<file path="src/rtl/mips_pkg.sv">
// Shared MIPS32 core constants: opcodes the stall controller decodes, stall vectors
// and the divider-sequencer state encoding.
package mips_pkg;

  localparam logic [7:0] OP_DIV        = 8'h1A;
  localparam logic [7:0] OP_DIVU       = 8'h1B;
  localparam logic [7:0] OP_NOP_BUBBLE = 8'h16;

  // Bit order: [0]=PC, [1]=IF/ID, [2]=ID/EXE, [3]=EXE/MEM hold
  localparam logic [3:0] STALL_NONE    = 4'b0000;
  localparam logic [3:0] STALL_LOADUSE = 4'b0111;
  localparam logic [3:0] STALL_ALL     = 4'b1111;

  typedef enum logic [1:0] {
    ST_IDLE  = 2'd0,
    ST_START = 2'd1,
    ST_BUSY  = 2'd2,
    ST_DONE  = 2'd3
  } div_state_t;

  function automatic logic is_div(input logic [7:0] op);
    return (op == OP_DIV) || (op == OP_DIVU);
  endfunction

endpackage

</file>
<file path="src/rtl/pipe_stall_ctrl_if.sv">
// Signal bundle between the pipeline/divider and the stall controller.
// The pipeline side (master) drives requests; the controller (slave) drives stalls and divider control.
interface pipe_stall_ctrl_if #(parameter int CNT_W = 32);
  import mips_pkg::*;

  logic             stallreq_id;
  logic [7:0]       exe_aluop;
  logic             div_ready;
  logic [3:0]       stall;
  logic             div_start;
  logic             div_signed;
  logic             div_done;
  logic             div_err;
  logic [CNT_W-1:0] stall_cnt;
  div_state_t       state;

  modport master (
    output stallreq_id, exe_aluop, div_ready,
    input  stall, div_start, div_signed, div_done, div_err, stall_cnt, state
  );

  modport slave (
    input  stallreq_id, exe_aluop, div_ready,
    output stall, div_start, div_signed, div_done, div_err, stall_cnt, state
  );

endinterface

</file>
<file path="src/rtl/pipe_stall_ctrl_sat_counter.sv">
// Saturating up-counter with enable; sticks at all-ones instead of wrapping.
module sat_counter #(
  parameter int W = 32
) (
  input  logic         clk,
  input  logic         rst_n,
  input  logic         en,
  output logic [W-1:0] count
);

  always_ff @(posedge clk or negedge rst_n) begin
    if (!rst_n) begin
      count <= '0;
    end else if (en && (count != '1)) begin
      count <= count + W'(1);
    end
  end

endmodule

</file>
<file path="src/rtl/pipe_stall_ctrl.sv">
// Pipeline stall controller: sequences the EXE-stage divider (IDLE->START->BUSY->DONE),
// merges the decode load-use request and counts stalled cycles.
module pipe_stall_ctrl
  import mips_pkg::*;
#(
  parameter int DIV_TIMEOUT = 40,
  parameter int CNT_W       = 32
) (
  input  logic clk,
  input  logic rst_n,
  pipe_stall_ctrl_if.slave bus
);

  localparam int            TO_W    = $clog2(DIV_TIMEOUT + 1);
  localparam logic [TO_W-1:0] TO_LAST = TO_W'(DIV_TIMEOUT - 1);

  div_state_t      state_q, state_next;
  logic [TO_W-1:0] to_cnt;
  logic            div_signed_q;
  logic            div_err_q;
  logic            div_in_exe;
  logic            timeout_hit;

  assign div_in_exe  = is_div(bus.exe_aluop);
  assign timeout_hit = (to_cnt == TO_LAST);

  always_ff @(posedge clk or negedge rst_n) begin
    if (!rst_n) begin
      state_q      <= ST_IDLE;
      to_cnt       <= '0;
      div_signed_q <= 1'b0;
      div_err_q    <= 1'b0;
    end else begin
      state_q <= state_next;
      if (state_q == ST_IDLE && div_in_exe) begin
        div_signed_q <= (bus.exe_aluop == OP_DIV);
      end
      if (state_q == ST_START) begin
        to_cnt <= '0;
      end else if (state_q == ST_BUSY) begin
        to_cnt <= to_cnt + TO_W'(1);
      end
      // A result arriving on the last allowed cycle still counts as a clean finish
      if (state_q == ST_BUSY && !bus.div_ready && timeout_hit) begin
        div_err_q <= 1'b1;
      end
    end
  end

  always_comb begin
    state_next    = state_q;
    bus.div_start = 1'b0;
    bus.div_done  = 1'b0;
    case (state_q)
      ST_IDLE:  if (div_in_exe) state_next = ST_START;
      ST_START: begin
        bus.div_start = 1'b1;
        state_next    = ST_BUSY;
      end
      ST_BUSY:  if (bus.div_ready || timeout_hit) state_next = ST_DONE;
      ST_DONE:  begin
        bus.div_done = 1'b1;
        state_next   = ST_IDLE;
      end
      default:  state_next = ST_IDLE;
    endcase
  end

  // Held in reset the stall vector reads zero even if a divide sits in EXE
  always_comb begin
    bus.stall = STALL_NONE;
    if (!rst_n) begin
      bus.stall = STALL_NONE;
    end else if ((state_q == ST_IDLE && div_in_exe) ||
                 state_q == ST_START || state_q == ST_BUSY) begin
      bus.stall = STALL_ALL;
    end else if (bus.stallreq_id) begin
      bus.stall = STALL_LOADUSE;
    end
  end

  assign bus.div_signed = div_signed_q;
  assign bus.div_err    = div_err_q;
  assign bus.state      = state_q;

  sat_counter #(.W(CNT_W)) u_stall_cnt (
    .clk   (clk),
    .rst_n (rst_n),
    .en    (bus.stall != STALL_NONE),
    .count (bus.stall_cnt)
  );

endmodule

</file>
<file path="src/flat_wrapper.sv">
// flat-port wrapper written by rule: the top's interface ports become plain ports
module pipe_stall_ctrl_flat import mips_pkg::*;
#(
  parameter int DIV_TIMEOUT = 40,
  parameter int CNT_W       = 32
)
  (clk, rst_n, bus_stallreq_id, bus_exe_aluop, bus_div_ready, bus_stall, bus_div_start, bus_div_signed, bus_div_done, bus_div_err, bus_stall_cnt, bus_state);
  pipe_stall_ctrl_if #(.CNT_W(CNT_W)) bus_i ();
  input  logic clk;
  input  logic rst_n;
  input wire logic [$bits(bus_i.stallreq_id)-1:0] bus_stallreq_id;
  input wire logic [$bits(bus_i.exe_aluop)-1:0] bus_exe_aluop;
  input wire logic [$bits(bus_i.div_ready)-1:0] bus_div_ready;
  output wire logic [$bits(bus_i.stall)-1:0] bus_stall;
  output wire logic [$bits(bus_i.div_start)-1:0] bus_div_start;
  output wire logic [$bits(bus_i.div_signed)-1:0] bus_div_signed;
  output wire logic [$bits(bus_i.div_done)-1:0] bus_div_done;
  output wire logic [$bits(bus_i.div_err)-1:0] bus_div_err;
  output wire logic [$bits(bus_i.stall_cnt)-1:0] bus_stall_cnt;
  output wire logic [$bits(bus_i.state)-1:0] bus_state;
  assign bus_i.stallreq_id = bus_stallreq_id;
  assign bus_i.exe_aluop = bus_exe_aluop;
  assign bus_i.div_ready = bus_div_ready;
  assign bus_stall = bus_i.stall;
  assign bus_div_start = bus_i.div_start;
  assign bus_div_signed = bus_i.div_signed;
  assign bus_div_done = bus_i.div_done;
  assign bus_div_err = bus_i.div_err;
  assign bus_stall_cnt = bus_i.stall_cnt;
  assign bus_state = bus_i.state;
  pipe_stall_ctrl #(.DIV_TIMEOUT(DIV_TIMEOUT), .CNT_W(CNT_W)) u_core (.clk(clk), .rst_n(rst_n), .bus(bus_i));
endmodule
</file>
<file path="config.mk">
export PLATFORM = sky130hd
export DESIGN_NAME = pipe_stall_ctrl_flat
export DESIGN_NICKNAME = d
export VERILOG_FILES = /design/src/rtl/mips_pkg.sv /design/src/rtl/pipe_stall_ctrl_if.sv /design/src/rtl/pipe_stall_ctrl_sat_counter.sv /design/src/rtl/pipe_stall_ctrl.sv /design/src/flat_wrapper.sv
export SDC_FILE = /design/constraint.sdc
export NUM_CORES = 1
export LEC_CHECK = 0
export BUFFER_PORTS_ARGS = -buffer_cell sky130_fd_sc_hd__buf_2
export CAP_MARGIN = 20
export CORE_MARGIN = 1.5
export CORE_UTILIZATION = 57
export DETAILED_ROUTE_END_ITERATION = 6
export GPL_TIMING_DRIVEN = 0
export PLACE_DENSITY = 0.84
export SYNTH_ARGS = -nofsm -noshare
export SYNTH_HDL_FRONTEND = slang
export SYNTH_SLANG_ARGS = --single-unit
export TNS_END_PERCENT = 1
</file>
<file path="constraint.sdc">
create_clock -name clk -period 3.5 [get_ports clk]
set_clock_uncertainty 0.15 [all_clocks]
set_input_delay 0.175 -clock clk [delete_from_list [all_inputs] [get_ports clk]]
set_output_delay 0.175 -clock clk [all_outputs]
set_load 0.005 [all_outputs]
</file>
==> flow_metrics.py, run 1 <==
metrics = {
    "power_and_ir_drop": {
        "total_leakage_power_uw": 0.00137,
        "p_comb_share_pct": 32.0,
        "power_per_cell_area_nw_per_um2": 584,
        "p_int_uw": 1020,
        "pwr-share-clk_pct": 23.0,
        "netSwitchingFraction_pct": 34.7,
        "vdd_ir_drop_max_uv": 458,
        "netSwitchingPower_uw": 543,
        "seqPwrFrac_pct": 45.0,
    },
    "placement": {
        "dpl.cell_count": 315,
        "place_congestion": 0.776,
        "numPortBuffers": 53,
        "dp_slack_ns": 0.614,
        "hpwl_um": 3280,
        "place_area_sq_um": 2530,
    },
    "status": {
        "status": "finished clean",
    },
    "drt": {
        "wl_per_cell_um": 14.7,
        "routed_wl_um": 4800,
        "initialDrtViolationCount": 139,
        "viasPerCell": 5.74,
        "dr.pass1.iters": 4,
        "vias": 1870,
        "post-route-drc-count": 0,
        "ant_nets": 0,
    },
    "yosys": {
        "synth.area.top_cells": "dfrtp_1 (48%), xor2_1 (11%), ha_1 (3.4%)",
        "yosysUniqueCellTypes": 40,
        "yosysSeqAreaShare_pct": 47.7,
        "yosysTopAreaCellShare_pct": 47.7,
        "synth.largest_area_cell": "dfrtp_1",
        "syn_nets": 232,
        "synth_area_per_cell_sq_um": 10.3,
        "syn_area_sq_um": 2200,
        "yosys_warnings": 0,
        "synth_cells": 214,
        "ys_ff_latch": 42,
    },
    "layout": {
        "drive_above_1_share_pct": 28.4,
        "final_cells": 326,
        "fin_area_sq_um": 2680,
        "area_delta_synth_final_pct": 21.6,
        "num_antenna_cells": 0,
        "layout.nets": 295,
    },
    "setup_path": {
        "cpMostUsedCell": "inv_1",
        "crit_path_end_kind": "primary output",
        "cp_max_fo": 10,
        "cp_data_arrival_time_ns": 2.88,
        "critPathBufInv": 5,
        "r2r_cells": 8,
        "critical_path_required_ns": 3.17,
        "crit_chain": "inv_1 > ha_1 > or3_1 > a21o_1 > nand2_1 > clkbuf_1 > inv_1 > buf_4 > buf_2",
        "cp_slowest_cell": "clkbuf_1",
        "worstSetupStartpointType": "flop",
        "rrSetupSlack_ns": 0.74,
        "critPathTopFamily": "buffers and inverters",
        "slowest_delay_ns": 0.44,
        "timing.rr.start": "u_core.bus.state[1]",
        "crit_type": "flop to primary output",
        "rr_endpoint": "u_core.u_stall_cnt.count[19]",
    },
    "clock_network": {
        "root_buffer": "clkbuf_8",
        "clkSinkCount": 42,
        "post-cts-setup-buffer-count": 0,
        "htree_levels": 2,
        "clock_path_buffers": 2,
        "cts_tree": "built",
        "clkLatencyLatePin_ns": 0.29,
        "cts.clk_slew.worst_paths_ns": 0.08,
        "cts_buffers": 5,
    },
    "sta": {
        "min_period_ns": 3.21,
        "setup_violations": 0,
        "relSlewSlack_pct": 60.5,
        "rsz0062_at_grt": "no",
        "fmax_mhz": 312,
        "fin_crit_sh_pct": 91.6,
        "finalHoldViolCount": 0,
        "slew_violations": 0,
        "fin_ws_ns": 0.292,
        "tightest_slew_ns": 0.588,
        "final.setup.tns_ns": 0,
    },
    "global_routing": {
        "grt_pass1_wl_um": 7870,
        "grt_pass1_vias": 1810,
        "grt_max_degree": 48,
        "antenna_found_initial": 0,
        "grt_usage_pct": 23.2,
        "grt-ovfl-total": 0,
    },
    "hold_path": {
        "hold_path_end": "u_core.bus.div_err",
        "hold_class": "input port to flop",
        "holdPathStages": 3,
        "hp-start": "bus_div_ready",
    },
    "die": {
        "core_sq_um": 3690,
        "die_h_um": 65.2,
        "io_pins": 54,
        "std_cell_rows": 22,
        "initial_core_util_pct": 59.8,
        "die-area_sq_um": 4250,
        "die_w_um": 65.2,
    },
    "run": {
        "maxCapViolations": 0,
    },
}
## registers in the layout (all words and copies together), names as in the netlist
| name | count |
|---|---|
| u_core.u_stall_cnt.count | 32 |
| u_core.to_cnt | 6 |
| u_core.bus.state | 2 |
| u_core.bus.div_err | 1 |
| u_core.bus.div_signed | 1 |
## metal layers
layer / vias to the layer above / track usage [%] / share of wire [%]
li1: 883 / - / -
met1: 912 / 29.2 / 43
met2: 69 / 40.7 / 51
met3: 6 / 3.94 / 5.8
met4: 0 / 7.55 / 0.98
met5: - / 0 / 0
## synth_stat cells, drive strengths merged
cell type	number
o21ai	3
nor3	14
o22ai	2
nand3b	1
inv	10
or3	4
xnor2	2
o2111ai	1
nor3b	3
mux2i	1
o22a	1
nand4b	2
nor2	17
nand2	14
clkbuf	3
nand3	15
o31a	1
a21o	1
nand2b	1
buf	3
and2	1
nor4	10
and3	2
or4	1
dfrtp	42
a21oi	4
and4b	1
ha	6
nor4b	2
mux2	7
a31o	1
xor2	28
or2	1
nand4	9
## cell families (layout without fill, tap and decap cells)
| group | Yosys count | count (layout) | synth area share, % |
|---|---|---|---|
| xor+xnor | 30 | 30 | 11.9 |
| fa+ha+maj | 6 | 6 | 3.41 |
| buf+inv | 16 | 80 | 3.41 |
| compound gates | 14 | 14 | 4.09 |
| mux | 8 | 8 | 4.20 |
| flops | 42 | 42 | 47.7 |
| simple gates | 98 | 98 | 25.3 |
## power groups by stage
stage               Sequential (uW)  Combinational (uW)  Clock (uW)
finish                          704                 501         360
global route                    716                 554         381
detailed placement              708                 495           0
CTS                             700                 500         365
floorplan                       695                 322           0
global placement                702                 469           0
## worst max-delay path by stage
stage / startpoint / to / slack [ns] / depth (start not counted)
after floorplan: u_core.bus.state[1] / bus_stall[1] / 1.10 / 8
after global placement: u_core.bus.state[1] / bus_stall[1] / 0.72 / 9
after detailed placement: u_core.bus.state[1] / bus_stall[2] / 0.61 / 9
after CTS: u_core.bus.state[1] / bus_stall[2] / 0.28 / 9
after global routing: u_core.bus.state[1] / bus_stall[2] / 0.10 / 9
final: u_core.bus.state[1] / bus_stall[2] / 0.29 / 9
## stage by stage
step           total power, uW  hold slack [ns]  utilization, %
2_1_floorplan             1020           -0.271               -
3_3_place_gp              1170            0.211            68.6
3_5_place_dp              1200            0.219            68.6
4_1_cts                   1560           0.0522            72.1
5_1_grt                   1650           0.0792            72.7
6_report                  1570           0.0537            72.7
## cell usage in the layout (no fill, tap or decap), drive strengths merged
master,Yosys,routed
buf,3,57
dfrtp,42,42
xor2,28,28
nor2,17,17
nand3,15,15
nand2,14,14
nor3,14,14
clkbuf,3,11
inv,10,10
nor4,10,10
nand4,9,9
mux2,7,7
ha,6,6
or3,4,4
a21oi,4,4
o21ai,3,3
nor3b,3,3
nor4b,2,2
and3,2,2
xnor2,2,2
nand4b,2,2
o22ai,2,2
dlygate4sd3,0,2
and4b,1,1
a21o,1,1
and2,1,1
o31a,1,1
or4,1,1
a31o,1,1
or2,1,1
nand3b,1,1
o22a,1,1
mux2i,1,1
o2111ai,1,1
nand2b,1,1
## layout make-up
type                            instances  area [sq um]
Multi-Input combinational cell        156          1080
Sequential cell                        42          1050
Fill cell                             299          1010
Timing Repair Buffer                   56           305
Clock buffer                            8           110
Tap cell                               48          60.1
Buffer                                  6          37.5
Inverter                               10          37.5
## repair_timing
item	4_1_cts	5_1_grt
hold buffers	2	0
gates resized for setup	0	0
endpoints found under the hold margin	43	0
## worst reg2reg max path, cell delays in order (launching register included)
cell      delay, ns
dfrtp_1        0.41
inv_1          0.09
ha_1           0.31
or3_1          0.41
a21o_1         0.22
nand2_1        0.31
clkbuf_1       0.44
nor3_1         0.15
xor2_1         0.16
No activity file was read; power rests on OpenSTA's default activity.
==> run 2, diff against run 1 <==
- CELL_PAD_IN_SITES_DETAIL_PLACEMENT: not set -> 1
- CELL_PAD_IN_SITES_GLOBAL_PLACEMENT: not set -> 1
- CORE_UTILIZATION: 57 -> 44
- PLACE_DENSITY: 0.84 -> not set
- PLACE_DENSITY_LB_ADDON: not set -> 0.1
==> flow_metrics.py, run 2 (synthesis results as in run 1) <==
metrics = {
    "sta": {
        "final.setup.tns_ns": 0,
        "rsz0062_at_grt": "no",
        "setup_violations": 0,
        "slew_violations": 0,
        "tightest_slew_ns": 0.554,
        "fmax_mhz": 313,
        "min_period_ns": 3.19,
        "finalHoldViolCount": 0,
        "relSlewSlack_pct": 62.7,
        "fin_crit_sh_pct": 91.2,
    },
    "setup_path": {
        "crit_type": "flop to primary output",
        "worstSetupStartpointType": "flop",
        "critical_path_required_ns": 3.17,
        "rrSetupSlack_ns": 0.74,
        "worstSetupStartpoint": "u_core.bus.state[1]",
        "cp_max_fo": 10,
        "r2r_cells": 8,
        "rr_endpoint": "u_core.u_stall_cnt.count[17]",
        "crit_path_end": "bus_stall[2]",
        "timing.rr.start": "u_core.bus.state[1]",
        "crit_path_end_kind": "primary output",
        "cp_data_arrival_time_ns": 2.87,
    },
    "power_and_ir_drop": {
        "power_per_cell_area_nw_per_um2": 558,
        "total_leakage_power_uw": 0.00135,
        "vdd_ir_drop_max_uv": 351,
        "total_power_uw": 1490,
    },
    "hold_path": {
        "holdPathStages": 3,
        "hp-start": "bus_div_ready",
        "hold_class": "input port to flop",
    },
    "drt": {
        "dr.pass1.iters": 4,
        "routed_wl_um": 5100,
        "initialDrtViolationCount": 68,
        "ant_nets": 0,
        "post-route-drc-count": 0,
        "vias": 1795,
        "viasPerCell": 5.22,
        "wl_per_cell_um": 14.8,
    },
    "die": {
        "io_pins": 54,
        "die_w_um": 73.8,
        "initial_core_util_pct": 46.1,
        "die-area_sq_um": 5440,
        "core_sq_um": 4790,
        "die_h_um": 73.8,
        "std_cell_rows": 25,
    },
    "clock_network": {
        "cts.clk_slew.worst_paths_ns": 0.08,
        "post-cts-setup-buffer-count": 0,
        "cts_resized": 0,
        "htree_levels": 2,
        "cts_buffers": 5,
        "root_buffer": "clkbuf_8",
        "clkSinkCount": 42,
        "clkLatencyLatePin_ns": 0.28,
        "clock_path_buffers": 2,
        "cts_tree": "built",
    },
    "layout": {
        "mostFrequentLayoutCell": "buf_2",
        "drive_above_1_share_pct": 27.4,
        "multi_input_area_sq_um": 1080,
        "layout.nets": 295,
        "fin_area_sq_um": 2670,
        "fillerInstances": 574,
        "seqCellArea_sq_um": 1050,
        "area_delta_synth_final_pct": 21.1,
        "largest_reg_flops": 32,
        "final_cell_mix": "buf_2 (53), dfrtp_1 (42), xor2_1 (28), nor2_1 (16), nand3_1 (15)",
        "top_register": "u_core.u_stall_cnt.count",
        "num_antenna_cells": 0,
    },
    "global_routing": {
        "grt-ovfl-total": 0,
        "antenna_found_initial": 0,
        "grt_pass1_vias": 1770,
        "grt_max_degree": 48,
        "grt_pass1_wl_um": 8420,
        "grt_usage_pct": 20.1,
    },
    "run": {
        "maxCapViolations": 0,
    },
    "status": {
        "status": "finished clean",
    },
    "placement": {
        "hpwl_um": 3690,
        "numPortBuffers": 53,
        "place_congestion": 0.730,
        "place_area_sq_um": 2550,
    },
}
[run 2: changes by cell type in the layout (fill, tap and decap cells not counted)]
cell / change
clkbuf_8: -3
clkbuf_1: +2
[run 2: final cells by class]
| type | count | area share [%] |
|---|---|---|
| Inverter | 10 | 1.41 |
| Clock buffer | 7 | 2.86 |
| Tap cell | 67 | 3.14 |
| Buffer | 6 | 1.41 |
| Timing Repair Buffer | 56 | 11.4 |
| Multi-Input combinational cell | 156 | 40.4 |
| Sequential cell | 42 | 39.4 |
[run 2: worst max-delay path: stages (launching register included)]
cell      delay (ns)
dfrtp_1         0.43
inv_1           0.08
ha_1            0.30
or3_1           0.42
a21o_1          0.22
nand2_1         0.31
clkbuf_1        0.42
inv_1           0.14
buf_4           0.15
buf_2           0.11
[run 2: power by group]
part	internal, uW	switching (uW)
clock network	138	156
logic	242	255
registers	581	118
total	960	530
[run 2: worst min path at each step]
stage                                 end  slack, ns
floorplan              u_core.bus.div_err      -0.27
global placement    u_core.bus.div_signed       0.21
detailed placement  u_core.bus.div_signed       0.23
CTS                    u_core.bus.div_err       0.06
global route           u_core.bus.div_err       0.06
finish                 u_core.bus.div_err       0.06
[run 2: routing by layer]
layer / wire length [um] / vias to the layer above / GRT usage [%]
li1: - / 877 / -
met1: 2350 / 873 / 26.7
met2: 2510 / 43 / 33.7
met3: 221 / 2 / 4.25
met4: 25 / 0 / 4.32
met5: 0 / - / 0
[run 2: through the flow]
step	setup WS [ns]	util (%)	std cells	hold slack, ns
after global routing	0.0617	55.8	344	0.0627
after floorplan	1.10	-	214	-0.271
after CTS	0.285	55.4	343	0.0559
after detailed placement	0.631	53.4	334	0.228
after global placement	0.643	53.4	334	0.212
final	0.307	55.8	344	0.0573
[run 2: what timing repair did]
item / in CTS / in global routing
endpoints found under the setup margin: 0 / 0
hold buffers: 2 / 0
hold endpoints to repair: 43 / 0
